### src/rtl/mipi_img_window.sv
// Crops the CSI-2 deserializer pixel stream to a programmable window and regenerates fvo/lvo/dvo.
// Optional frame geometry measurement (meas_width/meas_height/geom_valid) is enabled with `define MIPI_IMG_GEOM_EN.
module mipi_img_window #(
    parameter int DATA_WIDTH = 10,
    parameter int DIM_WIDTH  = 16
) (
    input  logic                  img_clk,
    input  logic                  reset,
    input  logic                  enable,
    input  logic [DATA_WIDTH-1:0] dati,
    input  logic                  dvi,
    input  logic                  lvi,
    input  logic                  fvi,
    input  logic [DIM_WIDTH-1:0]  col_start,
    input  logic [DIM_WIDTH-1:0]  col_count,
    input  logic [DIM_WIDTH-1:0]  row_start,
    input  logic [DIM_WIDTH-1:0]  row_count,
    output logic [DATA_WIDTH-1:0] dato,
    output logic                  dvo,
    output logic                  lvo,
    output logic                  fvo,
    output logic [15:0]           frame_count
`ifdef MIPI_IMG_GEOM_EN
    ,
    output logic [DIM_WIDTH-1:0]  meas_width,
    output logic [DIM_WIDTH-1:0]  meas_height,
    output logic                  geom_valid
`endif
);

    typedef enum logic [1:0] {
        ST_IDLE,
        ST_SKIP,
        ST_FRAME,
        ST_LINE
    } state_t;

    state_t state, state_next;

    logic fvi_d, lvi_d, fv_armed;
    logic fv_rise, fv_fall, lv_rise, lv_fall;

    logic [DIM_WIDTH-1:0] win_col_start, win_col_count, win_row_start, win_row_count;
    logic [DIM_WIDTH-1:0] row_cnt, col_cnt, col_pos;

    logic [DATA_WIDTH-1:0] dato_n;
    logic                  dvo_n, lvo_n, fvo_n, load_win, frame_done;
    logic [DIM_WIDTH-1:0]  row_n, col_n;

    logic [DIM_WIDTH:0] col_lo, col_hi, row_lo, row_hi;
    logic               pix_in;

    function automatic logic [DIM_WIDTH-1:0] sat_inc(input logic [DIM_WIDTH-1:0] v);
        return (&v) ? v : v + DIM_WIDTH'(1);
    endfunction

    // A frame already running when reset is released must not look like a rising edge,
    // so frame starts are only honoured once fvi has been seen low.
    assign fv_rise = fvi & ~fvi_d & fv_armed;
    assign fv_fall = ~fvi & fvi_d;
    assign lv_rise = lvi & ~lvi_d;
    assign lv_fall = ~lvi & lvi_d;

    assign frame_done = ((state == ST_FRAME) || (state == ST_LINE)) && fv_fall;

    // A pixel arriving together with the lvi rise is column 0 of the new line.
    assign col_pos = (state == ST_LINE) ? col_cnt : '0;
    assign col_lo  = {1'b0, win_col_start};
    assign col_hi  = {1'b0, win_col_start} + {1'b0, win_col_count};
    assign row_lo  = {1'b0, win_row_start};
    assign row_hi  = {1'b0, win_row_start} + {1'b0, win_row_count};
    assign pix_in  = ({1'b0, row_cnt} >= row_lo) && ({1'b0, row_cnt} < row_hi) &&
                     ({1'b0, col_pos} >= col_lo) && ({1'b0, col_pos} < col_hi);

    always_ff @(posedge img_clk) begin
        if (reset) begin
            state <= ST_IDLE;
        end else begin
            state <= state_next;
        end
    end

    always_comb begin
        state_next = state;
        dato_n     = dato;
        dvo_n      = 1'b0;
        lvo_n      = lvo;
        fvo_n      = fvo;
        row_n      = row_cnt;
        col_n      = col_cnt;
        load_win   = 1'b0;
        unique case (state)
            ST_IDLE: begin
                lvo_n = 1'b0;
                fvo_n = 1'b0;
                if (fv_rise) begin
                    if (enable) begin
                        load_win   = 1'b1;
                        row_n      = '0;
                        fvo_n      = 1'b1;
                        state_next = ST_FRAME;
                    end else begin
                        state_next = ST_SKIP;
                    end
                end
            end
            ST_SKIP: begin
                lvo_n = 1'b0;
                fvo_n = 1'b0;
                if (fv_fall) begin
                    state_next = ST_IDLE;
                end
            end
            ST_FRAME: begin
                lvo_n = 1'b0;
                if (fv_fall) begin
                    fvo_n      = 1'b0;
                    state_next = ST_IDLE;
                end else if (lv_rise) begin
                    state_next = ST_LINE;
                    col_n      = dvi ? DIM_WIDTH'(1) : '0;
                    if (dvi && pix_in) begin
                        dato_n = dati;
                        dvo_n  = 1'b1;
                        lvo_n  = 1'b1;
                    end
                end
            end
            ST_LINE: begin
                if (fv_fall || lv_fall) begin
                    lvo_n      = 1'b0;
                    row_n      = sat_inc(row_cnt);
                    state_next = ST_FRAME;
                    if (fv_fall) begin
                        fvo_n      = 1'b0;
                        state_next = ST_IDLE;
                    end
                end else if (dvi) begin
                    col_n = sat_inc(col_cnt);
                    if (pix_in) begin
                        dato_n = dati;
                        dvo_n  = 1'b1;
                        lvo_n  = 1'b1;
                    end
                end
            end
            default: begin
                state_next = ST_IDLE;
            end
        endcase
    end

    always_ff @(posedge img_clk) begin
        if (reset) begin
            fvi_d         <= 1'b0;
            lvi_d         <= 1'b0;
            fv_armed      <= 1'b0;
            dato          <= '0;
            dvo           <= 1'b0;
            lvo           <= 1'b0;
            fvo           <= 1'b0;
            frame_count   <= '0;
            row_cnt       <= '0;
            col_cnt       <= '0;
            win_col_start <= '0;
            win_col_count <= '0;
            win_row_start <= '0;
            win_row_count <= '0;
        end else begin
            fvi_d   <= fvi;
            lvi_d   <= lvi;
            dato    <= dato_n;
            dvo     <= dvo_n;
            lvo     <= lvo_n;
            fvo     <= fvo_n;
            row_cnt <= row_n;
            col_cnt <= col_n;
            if (!fvi) begin
                fv_armed <= 1'b1;
            end
            if (frame_done) begin
                frame_count <= frame_count + 16'd1;
            end
            if (load_win) begin
                win_col_start <= col_start;
                win_col_count <= col_count;
                win_row_start <= row_start;
                win_row_count <= row_count;
            end
        end
    end

`ifdef MIPI_IMG_GEOM_EN
    logic [DIM_WIDTH-1:0] last_width;
    logic                 line_done;

    assign line_done = (state == ST_LINE) && (lv_fall || fv_fall);

    // A frame that ends mid-line reports the partial line as its last line.
    always_ff @(posedge img_clk) begin
        if (reset) begin
            last_width  <= '0;
            meas_width  <= '0;
            meas_height <= '0;
            geom_valid  <= 1'b0;
        end else begin
            if (load_win) begin
                last_width <= '0;
            end else if (line_done) begin
                last_width <= col_cnt;
            end
            if (frame_done) begin
                meas_width  <= (state == ST_LINE) ? col_cnt : last_width;
                meas_height <= row_n;
                geom_valid  <= 1'b1;
            end
        end
    end
`endif

endmodule

### config.mk
export PLATFORM = sky130hd
export DESIGN_NAME = mipi_img_window
export DESIGN_NICKNAME = d
export VERILOG_FILES = /design/src/rtl/mipi_img_window.sv
export SDC_FILE = /design/constraint.sdc
export NUM_CORES = 1
export LEC_CHECK = 0
export CORE_UTILIZATION = 35
export DETAILED_ROUTE_END_ITERATION = 8
export GPL_TIMING_DRIVEN = 0
export PLACE_DENSITY = 0.52
export SYNTH_ARGS = -nofsm -noshare
export SYNTH_HDL_FRONTEND = slang
export SYNTH_SLANG_ARGS = --single-unit
### constraint.sdc
create_clock -name img_clk -period 4.5 [get_ports img_clk]
set_input_delay 1.125 -clock img_clk [delete_from_list [all_inputs] [get_ports img_clk]]
set_output_delay 1.125 -clock img_clk [all_outputs]
set_load 0.01 [all_outputs]
After elaboration in Yosys (flattened, before gate mapping) --
Index checks and enable logic that the tools add are counted.
Word-level totals: register bits 130, input port bits 80, output and inout bits 29
Cells by class: $add $sub $neg 5, $lt $le $gt $ge 4, eq/ne operators 18, muxes and demuxes 45, bitwise logic cells 9, reduce and logical (&&, ||, !) cells 18
Operators with widths (count):
- 16-bit two-way mux | 10
- 16-bit case mux with 2 select lines | 2
- 10-bit two-way mux | 6
- 16-bit by 1-bit adder with 16-bit output (second input constant) | 3
- 16-bit by 16-bit adder with 17-bit output | 2
- 16-bit by 17-bit < comparator with 1-bit output | 2
- 16-bit >= comparator | 2
- 16-bit AND reduction | 2
- 2-bit != test (second input constant) | 10
- 10-bit case mux with 2 select lines | 1
- 1-bit two-way mux | 15
- 2-bit two-way mux | 7
- 2-bit case mux with 4 select lines | 1
- 7-bit AND reduction | 1
- 3-bit by 2-bit != test with 1-bit output (second input constant) | 2
- 6-bit AND reduction | 1
- 1-bit bitwise AND | 5
- 1-bit logical AND | 5
- 5-bit AND reduction | 1
- 2-bit == test (second input constant) | 2
- 2-bit by 1-bit != test with 1-bit output (second input constant) | 2
- 1-bit inverter | 4
- 1-bit case mux with 4 select lines | 1
- 4-bit AND reduction | 1
- other kinds (9) | 11

Logic depth before layout (Yosys ltp) --
Gate-level depths: netlist (run 1).
depth after elaboration 10, depth in mapped cells 20, mapped depth without buffers 19

Worst setup path before layout (run 1) --
Ideal clock, no wire load.
path type reg2reg, from register win_col_start[1], to register dato[7], setup time 129 ps, data arrival time 3801 ps, setup slack 571 ps, cell stages (with the launch flop) 19, buffers on the path 1, cell sequence dfxtp_1 ha_1 a211o_1 o211ai_1 a21oi_1 a31o_2 o41ai_2 o2111ai_1 a21oi_1 xor2_1 ha_1 a2111oi_0 o21ai_0 a2111oi_2 a211oi_2 a311oi_2 buf_4 a21bo_1 a21oi_2
Between the ends: longest elaborated chain between the ends 6, elaborated cells on any way between the ends 9, those cells by class add/sub (1); order compare (2); eq/ne (2); reduce/logical (4)
Ends and longest elaborated chain:
- start, declared | RTL line 43 | logic [DIM_WIDTH-1:0] win_col_start, win_col_count, win_row_start, win_row_count;
- start signal, assigned | RTL line 185 | win_col_start <= col_start;
- 16-bit by 16-bit adder with 17-bit output / 16-bit >= comparator (equally long branches) | RTL line 69, 73
- 16-bit by 17-bit < comparator with 1-bit output / 1-bit logical AND (equally long branches) | RTL line 73, 72
- 1-bit logical AND (*) | RTL line 73 | ({1'b0, col_pos} >= col_lo) && ({1'b0, col_pos} < col_hi);
- 1-bit logical AND | RTL line 122 | if (dvi && pix_in) begin
- 2-bit by 1-bit != test with 1-bit output (no line)
- 7-bit AND reduction (no line) (*)
- end signal, assigned | RTL line 172 | dato <= dato_n;
- end, declared | RTL line 18 | output logic [DATA_WIDTH-1:0] dato,
Every way passes the cells marked *; elsewhere a longest branch is shown, timed or not. A chain may end at the register's enable or synchronous reset.

Worst setup path in the final report (run 1) --
Ends and elaborated chain as after synthesis.

==> implementation parameters, run 1 <==
Parameter                              Value

Detailed routing
  DRT antenna net count ... 0
  Wire length after detailed routing ... ~22000 um
  Routed WL per cell ... about 16 um
  Detailed Route Iter0 Violations ... just over 300
  Number of vias after detailed routing ... 6997
  DRC violations left ... 0
  Pre-antenna DRT Iters ... 4
  Detailed-route vias per instance ... approximately 5

Critical path
  Slowest-stage cell, CP ... sky130_fd_sc_hd__a2111oi_4
  Data arrival, critical path ... roughly 4.6 ns
  Worst path top cell family by delay ... compound AO/OA/AOI/OAI gates
  Type of element launching the critical path ... register
  Classification of the worst setup path ... register to register
  Path depth of the worst reg2reg path ... 19
  Worst flop-to-flop path endpoint ... dato[7]
  Maximum fanout along the worst path ... 10
  Crit path required time ... 4.79 ns
  Worst reg2reg setup slack ... 0.22 ns
  Crit path buffers/inverters ... 2
  Worst-path cell chain ... ha_1, a211o_1, o211ai_1, a21oi_2, a31o_2, o41ai_4, o21bai_1, a21oi_1, xor2_1, ha_1, a2111oi_4, o21ai_2, a2111oi_4, a211oi_2, a311oi_4, buf_6, buf_6, a21bo_1, a21oi_2
  Slowest Stage Delay on Critical Path ... ~0.38 ns
  WP depth ... 19
  CP Capture Type ... register
  Reg2reg start ... win_col_start[1]

Clock tree
  Number of buffers added to fix hold violations after cts ... 0
  Buffer depth of the longest clock path ... 2
  Skew-Pair Late Insertion Delay ... about 0.43 ns
  H-tree depth reported by CTS ... 4
  Number of CTS-inserted buffers ... 17
  CTS clock-pin slew for the worst setup and hold paths ... ~0.060 ns
  CTS root buffer ... sky130_fd_sc_hd__clkbuf_16
  CTS tree ... done
  Total clock sinks ... 130

Power and ir drop
  Static leakage power ... between 4 and 5 nW
  Power Dens Cells ... approximately 280 mW/mm2
  IR drop worst, VDD ... between 150 and 200 uV
  Total chip power ... 2.88 mW

Placed design
  Number of input and output port buffers inserted ... approximately 110
  Place WS ... -0.249 ns
  Post-DP HPWL ... roughly 17000 um
  Placed instance area ... roughly 0.0095 mm2
  Final GP Congestion ... ~0.78

Timing
  Number of setup violations in the final report ... 0
  Tmin final ... 4.28 ns
  Clock skew ... approximately 0.016 ns
  Worst relative slew slack ... 32.4%
  Highest Clock Rate ... 0.233 GHz
  Fin worst setup slack ... between 0.2 and 0.25 ns
  Final Hold Viols ... 0
  Period utilisation layout ... 95.2%
  Actual transition at the worst max-transition pin ... just over 1 ns
  Number of max-slew violations in the final report ... 0

Yosys
  Fraction of the yosys area taken by sequential cells ... 32.3%
  Post-synth EDFFs ... 0
  Synth Warn # ... 0
  Dominant register cell in the synthesized netlist ... sky130_fd_sc_hd__dfxtp_1
  Average size of a mapped cell ... about 8.3 um2
  Synthesis-stage register bit count ... 130
  Cells after synthesis ... roughly 970
  Mapped Area ... between 0.008 and 0.009 mm2
  Yosys cell types ... a little over 70
  Fraction of registers with async set or reset after synthesis ... 0%
  Synthesized net count ... ~1200

Global route
  Global-route wire length before repair ... about 36000 um
  Total routing usage reported by global routing ... between 10% and 20%
  Pin count of the biggest net entering global routing ... 17
  Via count of the first global-routing pass ... 6908
  GRT Residual Overflow ... 0
  Number of antenna violations at the first check in global routing ... 3

Worst hold path
  Launch instance of the worst min-delay path ... fv_armed
  Cell depth of the worst hold path ... 2
  Worst hold path class ... register to register
  Hold path endpoint ... fv_armed

Floorplanning
  Width of the chip ... between 150 and 200 um
  Die outline area ... roughly 0.024 mm2
  Placeable core region ... 0.0226 mm2
  Initial core utilization ... between 30% and 40%
  Die height ... about 150 um
  Num rows ... 55
  Number of ports placed on the die boundary ... between 100 and 150

Finish
  Area taken by multi-input logic gates ... 0.00519 mm2
  Post-layout utilization of the core ... between 40 and 50%
  Proportion of layout cells with a drive suffix above 1 ... about 8.4%
  # fillers ... ~2300
  Leading cell type in the layout, fill and taps excluded ... sky130_fd_sc_hd__nand2_1
  Final net count ... 1282
  FF+latch area ... about 0.0026 mm2
  Layout Area Growth over Synthesis ... 26.5%
  Area of all placed cells without fillers ... roughly 0.01 mm2
  Commonest non-fill, non-tap cells in the layout ... sky130_fd_sc_hd__nand2_1 (168), sky130_fd_sc_hd__dfxtp_1 (129), sky130_fd_sc_hd__a21oi_1 (107), sky130_fd_sc_hd__clkdlybuf4s50_1 (107), sky130_fd_sc_hd__ha_1 (97)
  Diodes inserted ... 0

Outcome
  Outcome ... complete, no violations

Job
  Reported max-cap violation count ... 0
how the worst max path moves through the flow:
| stage | from | slack, ns | end |
|---|---|---|---|
| 2_1_floorplan | win_col_start[1] | 0.57 | dato[7] |
| 3_3_place_gp | win_col_start[1] | -0.27 | dato[7] |
| 3_5_place_dp | win_col_start[1] | -0.25 | dato[7] |
| 4_1_cts | win_col_start[1] | 0.02 | dato[7] |
| 5_1_grt | win_col_start[0] | -0.02 | dato[7] |
| 6_report | win_col_start[1] | 0.22 | dato[7] |
synthesized netlist by cell type (all sizes together) (10+ instances only):
master | number | share of area (%)
a21bo | 12 | 1.5
a21o | 12 | 1.1
a21oi | 118 | 7.8
and3 | 29 | 2.3
clkbuf | 30 | 1.5
dfxtp | 130 | 32
ha | 97 | 15
inv | 43 | 2.0
nand2 | 168 | 7.8
nand2b | 14 | 1.1
nand3 | 31 | 2.5
nand4 | 10 | 0.78
nor2 | 63 | 2.9
nor2b | 12 | 0.93
nor3 | 15 | 0.99
o21a | 10 | 0.93
o21ai | 27 | 1.7
xnor2 | 26 | 2.8
xor2 | 40 | 4.4
per-stage QoR:
stage | TNS (ns) | hold slack, ns | std cells
finish | 0 | 0.449 | 1401
global route | -0.0366 | 0.483 | 1401
CTS | 0 | 0.450 | 1401
detailed placement | -2.57 | 0.440 | 1366
global placement | -2.75 | 0.436 | 1366
floorplan | 0 | 0.426 | 974
report_power, final:
group,total [mW],switching (mW),internal [mW]
registers,1.19,0.0171,1.17
clock network,1.38,0.642,0.743
logic,0.309,0.160,0.150
what timing repair did:
action / in CTS / in global routing
cloned: 0 / 0
setup endpoints to repair: 12 / 12
pin swaps: 5 / 3
gates resized for setup: 10 / 10
buffers inserted: 3 / 0
registers in the layout, indices dropped and copies added, names as in the netlist, 10 cells and up:
name	count
win_row_count	16
col_cnt	16
win_col_start	16
frame_count	16
win_row_start	16
row_cnt	16
dato	10
win_col_count	16
routing by layer:
metal  vias up  track usage (%)  routed length (um)
met2       122             28.9                9220
li1       3655                -                   -
met4         4             5.43                 275
met3        21             4.65                1210
met5         -                0                  23
met1      3195             27.1               11200
worst min-delay path, stage by stage, from the launching register on:
cell and delay (ns):
sky130_fd_sc_hd__dfxtp_1 0.31, sky130_fd_sc_hd__inv_1 0.05, sky130_fd_sc_hd__a21oi_1 0.05
kinds of logic after synthesis:
group,count (synthesis),share of synthesized area (%)
AOI/OAI and AO/OA,225,18.3
DFF,130,32.3
muxes,3,0.373
buffers and inverters,83,4.35
and+or+nand+nor,368,21.9
adders and majority gates,99,15.6
xor gates and xnor gates,66,7.18
cell type report:
class,count,share of cell area (%)
Clock inverter,15,1.55
Inverter,43,1.58
Multi-Input combinational cell,761,50.9
Sequential cell,130,25.6
Tap cell,285,3.50
Timing Repair Buffer,110,10.8
Buffer,40,1.93
Clock buffer,17,4.17
Power figures use the tool's default switching activity.
==> run 2, diff against run 1 <==
CORE_UTILIZATION = 25   (was 35)
PLACE_DENSITY = 0.4   (was 0.52)
==> run 2 against run 1 <==
Die area rose by 39%; setup slack worse by 0.0043 ns; via count fell by 0.30%; register-to-register slack about the same; routed wire length up 10%; sequential share of layout area down 0.44 points; critical endpoint unchanged; highest routed layer unchanged.
==> implementation parameters, run 2 (synthesis gave the netlist of run 1 again) <==
Parameter                              Value

Power and ir drop
  Static leakage power ... ~4 nW
  Power Dens Cells ... roughly 280 mW/mm2
  Proportion of power drawn by flip-flops and latches ... about two fifths
  Gate power share ... a little over a tenth
  IR drop worst, VDD ... 230 uV
  Sw power ... 842 uW
  Switching Share ... roughly 29%
  Clock network fraction of total power ... between 40% and 50%
  Internal power contribution ... 2.07 mW

Critical path
  Data arrival, critical path ... approximately 4.6 ns
  CP Capture Type ... register
  Path depth of the worst reg2reg path ... 20
  Reg2reg start ... win_col_start[0]
  Crit path buffers/inverters ... 3
  Slowest Stage Delay on Critical Path ... approximately 0.38 ns
  Maximum fanout along the worst path ... 10
  Worst-path cell chain ... ha_1, inv_1, fa_1, nand2b_1, a21o_1, a31oi_4, o211a_1, o21ai_0, nand2_1, xnor2_1, ha_1, a2111oi_4, o21ai_2, a2111oi_4, a211oi_2, a311oi_4, buf_6, buf_6, a21bo_1, a21oi_2
  Crit path required time ... about 4.8 ns
  Slowest-stage cell, CP ... sky130_fd_sc_hd__fa_1
  Worst path top cell family by delay ... compound AO/OA/AOI/OAI gates
  Classification of the worst setup path ... register to register
  Crit. Startpoint ... win_col_start[0]
  Type of element launching the critical path ... register
  WP depth ... 20

Timing
  Clock skew ... roughly 0.020 ns
  Worst relative slew slack ... under 10%
  Unrepaired setup endpoints after global routing ... no
  Actual transition at the worst max-transition pin ... approximately 1.3 ns
  Fin worst setup slack ... around 0.21 ns
  Highest Clock Rate ... approximately 0.23 GHz
  Final Hold Viols ... 0
  Number of max-slew violations in the final report ... 0
  Number of setup violations in the final report ... 0
  Tmin final ... 4.29 ns
  Period utilisation layout ... a little over nine tenths

Floorplanning
  Num rows ... 65
  Width of the chip ... between 150 and 200 um
  Die height ... 181 um
  Initial core utilization ... ~25%
  Placeable core region ... between 0.03 and 0.04 mm2
  Number of ports placed on the die boundary ... between 100 and 150
  Die outline area ... roughly 0.033 mm2

Global route
  Via count of the first global-routing pass ... between 7000 and 8000
  Global-route wire length before repair ... between 30000 and 40000 um
  Number of antenna violations at the first check in global routing ... 4
  Total routing usage reported by global routing ... 15.0%
  GRT Residual Overflow ... 0
  Pin count of the biggest net entering global routing ... 17

Finish
  Post-layout utilization of the core ... 32.8%
  Leading cell type in the layout, fill and taps excluded ... sky130_fd_sc_hd__nand2_1
  Final net count ... 1285
  Proportion of layout cells with a drive suffix above 1 ... between 8 and 9%
  # fillers ... 3329
  Layout Area Growth over Synthesis ... 28.8%
  Area taken by multi-input logic gates ... about 0.0052 mm2
  FF+latch area ... between 0.002 and 0.003 mm2
  Commonest non-fill, non-tap cells in the layout ... sky130_fd_sc_hd__nand2_1 (168), sky130_fd_sc_hd__dfxtp_1 (128), sky130_fd_sc_hd__a21oi_1 (107), sky130_fd_sc_hd__clkdlybuf4s50_1 (107), sky130_fd_sc_hd__ha_1 (97)

Clock tree
  CTS root buffer ... sky130_fd_sc_hd__clkbuf_16
  Skew-Pair Late Insertion Delay ... about 0.43 ns
  Number of CTS-inserted buffers ... 17
  CTS clock-pin slew for the worst setup and hold paths ... ~0.070 ns
  Buffer depth of the longest clock path ... 2
  Total clock sinks ... 130
  Number of buffers added to fix hold violations after cts ... 0
  CTS tree ... done
  H-tree depth reported by CTS ... 4

Placed design
  Post-DP HPWL ... 18800 um
  Number of input and output port buffers inserted ... about 110
  Final GP Congestion ... 0.750
  Place WS ... -0.474 ns

Worst hold path
  Launch instance of the worst min-delay path ... fv_armed
  Worst hold path class ... register to register
  Cell depth of the worst hold path ... 2

Detailed routing
  DRC violations left ... 0
  Pre-antenna DRT Iters ... 4
  Detailed-route vias per instance ... between 4 and 5
  DRT antenna net count ... 0
  Routed WL per cell ... 15.9 um
  Detailed Route Iter0 Violations ... 398
  Number of vias after detailed routing ... about 7000
  Wire length after detailed routing ... 24200 um

Job
  Reported max-cap violation count ... 0

Outcome
  Outcome ... complete, no violations
run 2: per-layer routing:
layer	share of wire, %	vias to the layer above	wire length (um)	GRT usage (%)
li1	-	3677	-	-
met1	51	3177	12300	20.9
met2	43	102	10300	23.1
met3	5.4	16	1310	3.81
met4	0.95	4	230	3.59
met5	0.10	-	25	0
run 2: area by class of cell:
type / instances / area share [%]
clock buffers: 17 / 4.10
multi-input cells: 761 / 50.1
clock inverters: 15 / 1.59
plain buffers: 40 / 1.89
well taps: 402 / 4.85
diodes: 1 / 0.0241
inverters: 43 / 1.56
repair buffers: 113 / 10.8
flip-flops and latches: 130 / 25.1
run 2: power by group through the flow:
stage | Clock [mW] | Sequential [mW] | Combinational (mW)
finish | 1.41 | 1.19 | 0.315
global placement | 0 | 1.21 | 0.303
CTS | 1.45 | 1.19 | 0.317
detailed placement | 0 | 1.21 | 0.302
floorplan | 0 | 1.21 | 0.166
global route | 1.50 | 1.19 | 0.349
run 2: stage by stage:
step                      TNS (ns)  std cells  power [mW]  cell area [um2]  hold WS [ns]
after floorplan                  0        974        1.37             8050         0.426
after global placement       -4.59       1483        1.52             9630         0.440
after detailed placement     -5.25       1483        1.52             9630         0.439
after CTS                        0       1520        2.95            10300         0.451
after global routing             0       1521        3.04            10400         0.486
final                            0       1522        2.91            10400         0.451
run 2: worst reg2reg max path: stages (launching register included):
cell and delay, ns:
sky130_fd_sc_hd__dfxtp_2 0.36, sky130_fd_sc_hd__ha_1 0.20, sky130_fd_sc_hd__inv_1 0.06, sky130_fd_sc_hd__fa_1 0.38
sky130_fd_sc_hd__nand2b_1 0.19, sky130_fd_sc_hd__a21o_1 0.20, sky130_fd_sc_hd__a31oi_4 0.24, sky130_fd_sc_hd__o211a_1 0.22
sky130_fd_sc_hd__o21ai_0 0.10, sky130_fd_sc_hd__nand2_1 0.10, sky130_fd_sc_hd__xnor2_1 0.13, sky130_fd_sc_hd__ha_1 0.30
sky130_fd_sc_hd__a2111oi_4 0.32, sky130_fd_sc_hd__o21ai_2 0.13, sky130_fd_sc_hd__a2111oi_4 0.35, sky130_fd_sc_hd__a211oi_2 0.10
sky130_fd_sc_hd__a311oi_4 0.28, sky130_fd_sc_hd__buf_6 0.16, sky130_fd_sc_hd__buf_6 0.15, sky130_fd_sc_hd__a21bo_1 0.14
sky130_fd_sc_hd__a21oi_2 0.05
run 2: worst paths after layout:
kind / to / slack [ns]
min reg2reg: fv_armed / 0.45
max reg2reg: dato[7] / 0.21
min: fv_armed / 0.45
max: dato[7] / 0.21
run 2: timing repair:
item                                    4_1_cts  5_1_grt
hold endpoints to repair                      0        0
buffers inserted                              5        1
endpoints found under the setup margin       12       12
resized for setup                            12       11
pin swaps                                     4        6
